===== src/rtl/arb_pkg.sv =====
// Shared types and constants for the 4-requester arbiter.
// Holds the requester count, index width and FSM state encoding.
package arb_pkg;

    localparam int NUM_REQ = 4;
    localparam int ID_W    = 2;
    localparam int HOLD_W  = 8;

    typedef enum logic {
        IDLE  = 1'b0,
        GRANT = 1'b1
    } state_e;

    function automatic logic [NUM_REQ-1:0] id2oh(input logic [ID_W-1:0] id);
        id2oh     = '0;
        id2oh[id] = 1'b1;
    endfunction

endpackage


===== src/rtl/rr_prio_select.sv =====
// Combinational winner picker: fixed priority (highest index wins)
// or round-robin search starting at a given index with wrap-around.
module rr_prio_select
    import arb_pkg::*;
(
    input  logic [NUM_REQ-1:0] req,
    input  logic [NUM_REQ-1:0] mask,
    input  logic               mode,
    input  logic [ID_W-1:0]    start,
    output logic [ID_W-1:0]    win_id,
    output logic               win_valid
);

    logic [NUM_REQ-1:0] eff;

    assign eff       = req & ~mask;
    assign win_valid = |eff;

    // Pick the winner; later loop iterations override earlier ones.
    always_comb begin
        logic [ID_W-1:0] idx;
        idx    = '0;
        win_id = '0;
        if (mode) begin
            for (int i = 0; i < NUM_REQ; i++) begin
                if (eff[i]) win_id = ID_W'(i);
            end
        end else begin
            for (int k = NUM_REQ - 1; k >= 0; k--) begin
                idx = start + ID_W'(k);
                if (eff[idx]) win_id = idx;
            end
        end
    end

endmodule


===== src/rtl/arbiter_4req_rr.sv =====
// Four-requester arbiter with round-robin / fixed-priority policy,
// per-ownership hold limit and registered one-hot grant outputs.
module arbiter_4req_rr
    import arb_pkg::*;
#(
    parameter int unsigned MAX_HOLD = 8
) (
    input  logic               clk,
    input  logic               rst_n,
    input  logic [NUM_REQ-1:0] req,
    input  logic               mode,
    output logic [NUM_REQ-1:0] gnt,
    output logic [ID_W-1:0]    gnt_id,
    output logic               gnt_valid,
    output logic               preempt
);

    localparam logic [HOLD_W-1:0] MAX_C = HOLD_W'(MAX_HOLD);

    state_e             state_q, state_d;
    logic [NUM_REQ-1:0] gnt_q, gnt_d;
    logic [ID_W-1:0]    gnt_id_q, gnt_id_d;
    logic               gnt_valid_q, gnt_valid_d;
    logic               preempt_q, preempt_d;
    logic [HOLD_W-1:0]  hold_cnt_q, hold_cnt_d;
    logic [ID_W-1:0]    last_id_q, last_id_d;

    logic               own_req;
    logic               at_max;
    logic               force_rel;
    logic               arb_en;
    logic [NUM_REQ-1:0] mask;
    logic [ID_W-1:0]    start;
    logic [ID_W-1:0]    win_id;
    logic               win_valid;

    assign own_req   = req[gnt_id_q];
    assign at_max    = (hold_cnt_q >= MAX_C);
    assign force_rel = (state_q == GRANT) && own_req && at_max;
    assign mask      = force_rel ? id2oh(gnt_id_q) : '0;
    assign start     = last_id_q + ID_W'(1);

    // Arbitration runs only in IDLE or at a release point.
    assign arb_en = (state_q == IDLE) || !own_req || at_max;

    rr_prio_select u_sel (
        .req       (req),
        .mask      (mask),
        .mode      (mode),
        .start     (start),
        .win_id    (win_id),
        .win_valid (win_valid)
    );

    // Next state: hold the owner, hand over, or fall back to IDLE.
    always_comb begin
        state_d     = state_q;
        gnt_d       = gnt_q;
        gnt_id_d    = gnt_id_q;
        gnt_valid_d = gnt_valid_q;
        preempt_d   = 1'b0;
        hold_cnt_d  = hold_cnt_q;
        last_id_d   = last_id_q;
        if (arb_en) begin
            preempt_d = force_rel;
            if (win_valid) begin
                state_d     = GRANT;
                gnt_d       = id2oh(win_id);
                gnt_id_d    = win_id;
                gnt_valid_d = 1'b1;
                hold_cnt_d  = HOLD_W'(1);
                last_id_d   = win_id;
            end else begin
                state_d     = IDLE;
                gnt_d       = '0;
                gnt_id_d    = '0;
                gnt_valid_d = 1'b0;
                hold_cnt_d  = '0;
            end
        end else begin
            hold_cnt_d = hold_cnt_q + HOLD_W'(1);
        end
    end

    // State and output registers; reset drops any grant at once.
    always_ff @(posedge clk or negedge rst_n) begin
        if (!rst_n) begin
            state_q     <= IDLE;
            gnt_q       <= '0;
            gnt_id_q    <= '0;
            gnt_valid_q <= 1'b0;
            preempt_q   <= 1'b0;
            hold_cnt_q  <= '0;
            last_id_q   <= ID_W'(NUM_REQ - 1);
        end else begin
            state_q     <= state_d;
            gnt_q       <= gnt_d;
            gnt_id_q    <= gnt_id_d;
            gnt_valid_q <= gnt_valid_d;
            preempt_q   <= preempt_d;
            hold_cnt_q  <= hold_cnt_d;
            last_id_q   <= last_id_d;
        end
    end

    assign gnt       = gnt_q;
    assign gnt_id    = gnt_id_q;
    assign gnt_valid = gnt_valid_q;
    assign preempt   = preempt_q;

endmodule


===== config.mk =====
export PLATFORM = sky130hd
export DESIGN_NAME = arbiter_4req_rr
export DESIGN_NICKNAME = d
export VERILOG_FILES = /design/src/rtl/arb_pkg.sv /design/src/rtl/rr_prio_select.sv /design/src/rtl/arbiter_4req_rr.sv
export SDC_FILE = /design/constraint.sdc
export NUM_CORES = 1
export LEC_CHECK = 0
export CAP_MARGIN = 25
export CORE_UTILIZATION = 55
export CTS_CLUSTER_SIZE = 30
export DETAILED_ROUTE_END_ITERATION = 7
export PLACE_DENSITY_LB_ADDON = 0.15
export RECOVER_POWER = 100
export SYNTH_ARGS = -nofsm -noshare
export SYNTH_HDL_FRONTEND = slang
export SYNTH_HIERARCHICAL = 1
export SYNTH_SLANG_ARGS = --single-unit
export TNS_END_PERCENT = 20

===== constraint.sdc =====
create_clock -name clk -period 4 [get_ports clk]
set_input_delay 0.8 -clock clk [delete_from_list [all_inputs] [get_ports clk]]
set_output_delay 0.8 -clock clk [all_outputs]
set_load 0.02 [all_outputs]

* Word-level counts from Yosys, hierarchy flattened *
Index checks and enable logic that the tools add are counted.

storage, ports and cells
  word-level logic and storage cells = 61
  output and inout port bits = 8
  bits in registers = 18
  input bits = 7

operators by class
  magnitude comparators = 9
  add/sub/neg operators = 5
  bitwise logic cells = 3
  reductions and logical operators = 9
  muxes and demuxes = 29

operators by type and width
  cell                                                                                 number
  2-bit by 3-bit less-than comparator with 1-bit output, second input constant         6
  2-bit 2-to-1 mux                                                                     8
  1-bit 2-to-1 mux                                                                     11
  1-bit binary-select mux with 2-bit select                                            5
  8-bit by 1-bit adder with 8-bit output, second input constant                        1
  8-bit by 4-bit greater-or-equal comparator with 1-bit output, second input constant  1
  4-bit 2-to-1 mux                                                                     2
  8-bit 2-to-1 mux                                                                     1
  2-bit by 1-bit adder with 2-bit output, second input constant                        2
  2-bit adder, second input constant                                                   2
  4-bit AND                                                                            1
  1-bit demux with 2-bit select                                                        2
  2-bit by 1-bit greater-or-equal comparator with 1-bit output, second input constant  2
  1-bit logical AND                                                                    4
  4-bit inverter                                                                       1
  4-bit OR reduction                                                                   1
  1-bit logical OR                                                                     2
  2-bit AND reduction                                                                  1
  1-bit zero test                                                                      1
  1-bit inverter                                                                       1

* Longest topological paths before layout *
  word-level depth = 19
  depth in mapped cells = 11
  gate-level depth less buffers = 11

* Cells and area by module *
Netlist, hierarchy kept.

modules (own cells, without submodules)
  module           instances  sequential area each (um^2)  area an instance (um^2)  cells an instance
  arbiter_4req_rr  1          452.9                        822.0                    69
  rr_prio_select   1          0.0                          162.7                    21

* Worst setup path after synthesis *
OpenSTA, ideal clock, no wires.

  path kind = input-to-reg
  start = input port req[0]
  end = register gnt_q[1], in the netlist gnt[1]
  arrival = 2.288 ns
  setup time = 0.125 ns
  stages on the path = 10
  buffers on the path = 0
  setup slack = 1.587 ns
  required time = 3.875 ns
  cells stage by stage = mux2_4 nand2_1 nor3_1 nor2b_1 o22ai_1 nor3_1 a221oi_2 and2_1 and2_1 mux2_2

between the ends
  word-level cells in the longest chain between the ends = 19
  elaborated cells between the ends (all ways) = 33
  those cells by class = 2 x order compare; 22 x mux; 2 x bitwise; 7 x reduce/logical

RTL lines
  what                                                                                                                                                         line                   text
  start: declaration                                                                                                                                           arbiter_4req_rr.sv:10  input logic [NUM_REQ-1:0] req,
  1-bit binary-select mux with 2-bit select (*)                                                                                                                arbiter_4req_rr.sv:37  assign own_req = req[gnt_id_q];
  1-bit 2-to-1 mux (not written as such) (*)                                                                                                                   arbiter_4req_rr.sv:37
  1-bit logical AND (*) (2 in series)                                                                                                                          arbiter_4req_rr.sv:39  assign force_rel = (state_q == GRANT) && own_req && at_max;
  4-bit 2-to-1 mux (*)                                                                                                                                         arbiter_4req_rr.sv:40  assign mask = force_rel ? id2oh(gnt_id_q) : '0;
  named net mask[0]                                                                                                                                            arbiter_4req_rr.sv:32  logic [NUM_REQ-1:0] mask;
  4-bit inverter (*)                                                                                                                                           rr_prio_select.sv:16   assign eff = req & ~mask;
  4-bit AND (*)                                                                                                                                                rr_prio_select.sv:16
  1-bit binary-select mux with 2-bit select                                                                                                                    rr_prio_select.sv:31   if (eff[idx]) win_id = idx;
  (+4 left out)                                                                                                                                                --
  2-bit 2-to-1 mux (*)                                                                                                                                         rr_prio_select.sv:31
  2-bit 2-to-1 mux (*)                                                                                                                                         rr_prio_select.sv:24   if (mode) begin
  named net win_id[0]                                                                                                                                          arbiter_4req_rr.sv:34  logic [ID_W-1:0] win_id;
  2-bit by 3-bit less-than comparator with 1-bit output (not written as such) or 2-bit by 1-bit greater-or-equal comparator with 1-bit output (tied branches)  arb_pkg.sv:16          id2oh[id] = 1'b1;
  1-bit logical AND (not written as such)                                                                                                                      arb_pkg.sv:16
  1-bit 2-to-1 mux (not written as such)                                                                                                                       arb_pkg.sv:16
  1-bit demux with 2-bit select (*)                                                                                                                            arb_pkg.sv:16
  4-bit 2-to-1 mux (*)                                                                                                                                         arbiter_4req_rr.sv:66  if (win_valid) begin
  end signal: assignment                                                                                                                                       arbiter_4req_rr.sv:97  gnt_q <= gnt_d;
  end: declaration                                                                                                                                             arbiter_4req_rr.sv:21  logic [NUM_REQ-1:0] gnt_q, gnt_d;

The timed path passes the listed nets; every way through them passes the cells marked *. The select of a mux whose other input is x is not followed.
A chain may end at the register's enable or synchronous reset.

* Worst setup path after layout *
  start = input port req[3]
  end = register gnt_q[1], in the netlist gnt[1]

The elaborated chain is that of the path after synthesis.

==> qor.yml <==
status: "finished, final reports clean"
dr.pass1.iters: 4
nNetsFinal: 120
path_clk_slew_ps: 100
fmax_ghz: 0.322
hpwl_mm: 1.28
vias: 697
worstSetupPathType: "in2reg"
syn_inst: 90
rows: 14
power.density_nw_per_um2: 627
hold_viol: 0
synthesis.area_um2: 985
r2r_cells: 9
ys_types: 32
grt_pass1_wl_mm: 2.75
timing.hold.ws_ps: 519
cts_buffers: 3
min_period_ps: 3100
grt_max_degree: 19
place_ws_ps: 885
io_buffer_count: 14
htreeDepth: 1
r2r-start: "gnt_id[1]"
power_uw: 719
layout.area.seq_um2: 453
fillers: 124
worst_slack_ps: 895
min-delay-start: "gnt[2]"
start_util_pct: 61.8
r2r_end: "gnt[1]"
synth_seq_cells: 18
vias_per_cell: 5.20
syn_area_per_cell_um2: 10.9
crit_path_end_kind: "flip-flop"
finClkSkew_ps: 9.35
hold_end: "gnt[2]"
setup_viol: 0
drt_first_iter_violations: 19
min_period_over_period_pct: 77.6
cap_violations: 0
synth_enable_flop_cells: 0
clk_latency_ps: 290
drc: 0
dieArea_um2: 1960
antenna_cells: 0
fin_setup_tns_ps: 0
cts_sinks: 18
tightest_slew_ps: 772
clock_path_buffers: 2
layout-drive-gt1-share_pct: 12.7
rsz0062_at_grt: "no"
area_growth_pct: 16.4
yosys_warnings: 6
wl_mm: 1.68
ant_nets: 0
path_max_fanout: 6
die_width_um: 44.3
hp-class: "reg2reg"
grt_pass1_vias: 628
cts_root_buffer: "clkbuf_4"
tritoncts: "done"
synthFlopType: "dfrtp_1"
grt_usage_pct: 19.3
dpl_cell_area_um2: 1150
async_flop_share_pct: 100
synth-seq-area-share_pct: 46.0
slew_headroom_pct: 48.3
crit_path_start_kind: "input port"
p_leak_nw: 0.520
required_ps: 4170
gp_congestion: 0.734
vdd_ir_drop_max_mv: 0.395
cts_resized: 0
post-cts-setup-buffers: 0
postLayoutCellArea_um2: 1150
die_y_um: 44.3
antenna_found_initial: 0
critical_path_arrival_ps: 3270
reg2reg_slack_ps: 1460
io_pins: 15
holdPathStages: 1
coreArea_um2: 1590
finalMaxSlewViolations: 0
grt-ovfl-total: 0
multi_input_area_um2: 464
wl_per_cell_um: 12.5
cts_hold_buf: 0
## how the worst max path moves through the flow
stage                  end  cells past startpoint  startpoint  slack (ps)
detailed placement  gnt[1]                     11      req[1]         890
CTS                 gnt[1]                     11      req[1]        1170
finish              gnt[1]                     10      req[3]         900
global route        gnt[1]                     10      req[3]         720
floorplan           gnt[1]                     10      req[0]        1590
global placement    gnt[1]                     11      req[1]         930
## cell usage in the layout (no fill, tap or decap), drive strengths merged, types with 6 or more instances in the layout
cell type | Yosys | routed
inv | 6 | 6
nand2 | 6 | 6
dfrtp | 16 | 16
mux2 | 7 | 7
dlygate4sd3 | 0 | 10
nand2b | 6 | 6
nor2 | 9 | 9
## flip-flops by register name, indices dropped and copies added, names as in the netlist
name,flops
hold_cnt_q,8
last_id_q,2
gnt_valid,1
preempt,1
gnt_id,2
gnt,4
## stage by stage
step	cells	util (%)
after floorplan	93	-
after global placement	130	72.4
after detailed placement	130	72.4
after CTS	134	74.7
after global routing	134	71.9
final	134	71.9
## cell usage after synthesis, types with 2 or more instances
| master | number | area [um2] |
|---|---|---|
| o21ai_0 | 2 | 10.0 |
| and2_1 | 4 | 25.0 |
| nor2_1 | 9 | 33.8 |
| dfrtp_1 | 16 | 400 |
| dfstp_2 | 2 | 52.6 |
| nor2b_1 | 2 | 12.5 |
| nor3b_1 | 3 | 22.5 |
| o22ai_1 | 2 | 12.5 |
| xor2_1 | 2 | 17.5 |
| nor3_1 | 4 | 20.0 |
| a221oi_2 | 2 | 30.0 |
| ha_1 | 2 | 25.0 |
| o21ai_1 | 2 | 10.0 |
| nand2b_4 | 3 | 41.3 |
| mux2_2 | 4 | 45.0 |
| mux2_4 | 3 | 45.0 |
| nand2_1 | 6 | 22.5 |
| nand2b_1 | 3 | 18.8 |
| inv_1 | 6 | 22.5 |
## area by class of cell
cell class,count,area share [%]
clock buffer,4,3.17
inverter,6,1.97
multi-input combinational,68,40.5
sequential,18,39.5
tap,24,2.62
timing repair buffer,14,12.2
## power breakdown
group,total [mW],switching (mW),internal [mW]
registers,0.274,0.0365,0.237
logic,0.339,0.180,0.159
clock network,0.106,0.0506,0.0554
total,0.719,0.267,0.452
## layer usage
| metal | part of all wire, % | track usage, % | vias to the layer above | routed length, um |
|---|---|---|---|---|
| li1 | - | - | 345 | - |
| met1 | 50 | 28.0 | 324 | 843 |
| met2 | 44 | 27.9 | 24 | 735 |
| met3 | 4.8 | 6.53 | 4 | 80 |
| met4 | 1.0 | 4.85 | 0 | 17 |
| met5 | 0 | 0 | - | 0 |
## cell families after synthesis
family	share of synthesized area, %
simple gates	23.3
flops	46.0
compound gates	11.6
mux	10.2
buf+inv	3.43
xor+xnor	2.67
fa+ha+maj	2.54
other cells	0.381
## critical path, stage by stage
cell,delay (ps)
dlygate4sd3_1,600
mux2_1,170
nand2_1,80
nor3_1,170
nand2b_1,260
o21ai_0,130
a221oi_1,500
inv_1,150
and2_1,170
mux2_2,260
Note: power is estimated with default switching activity, not from simulation.
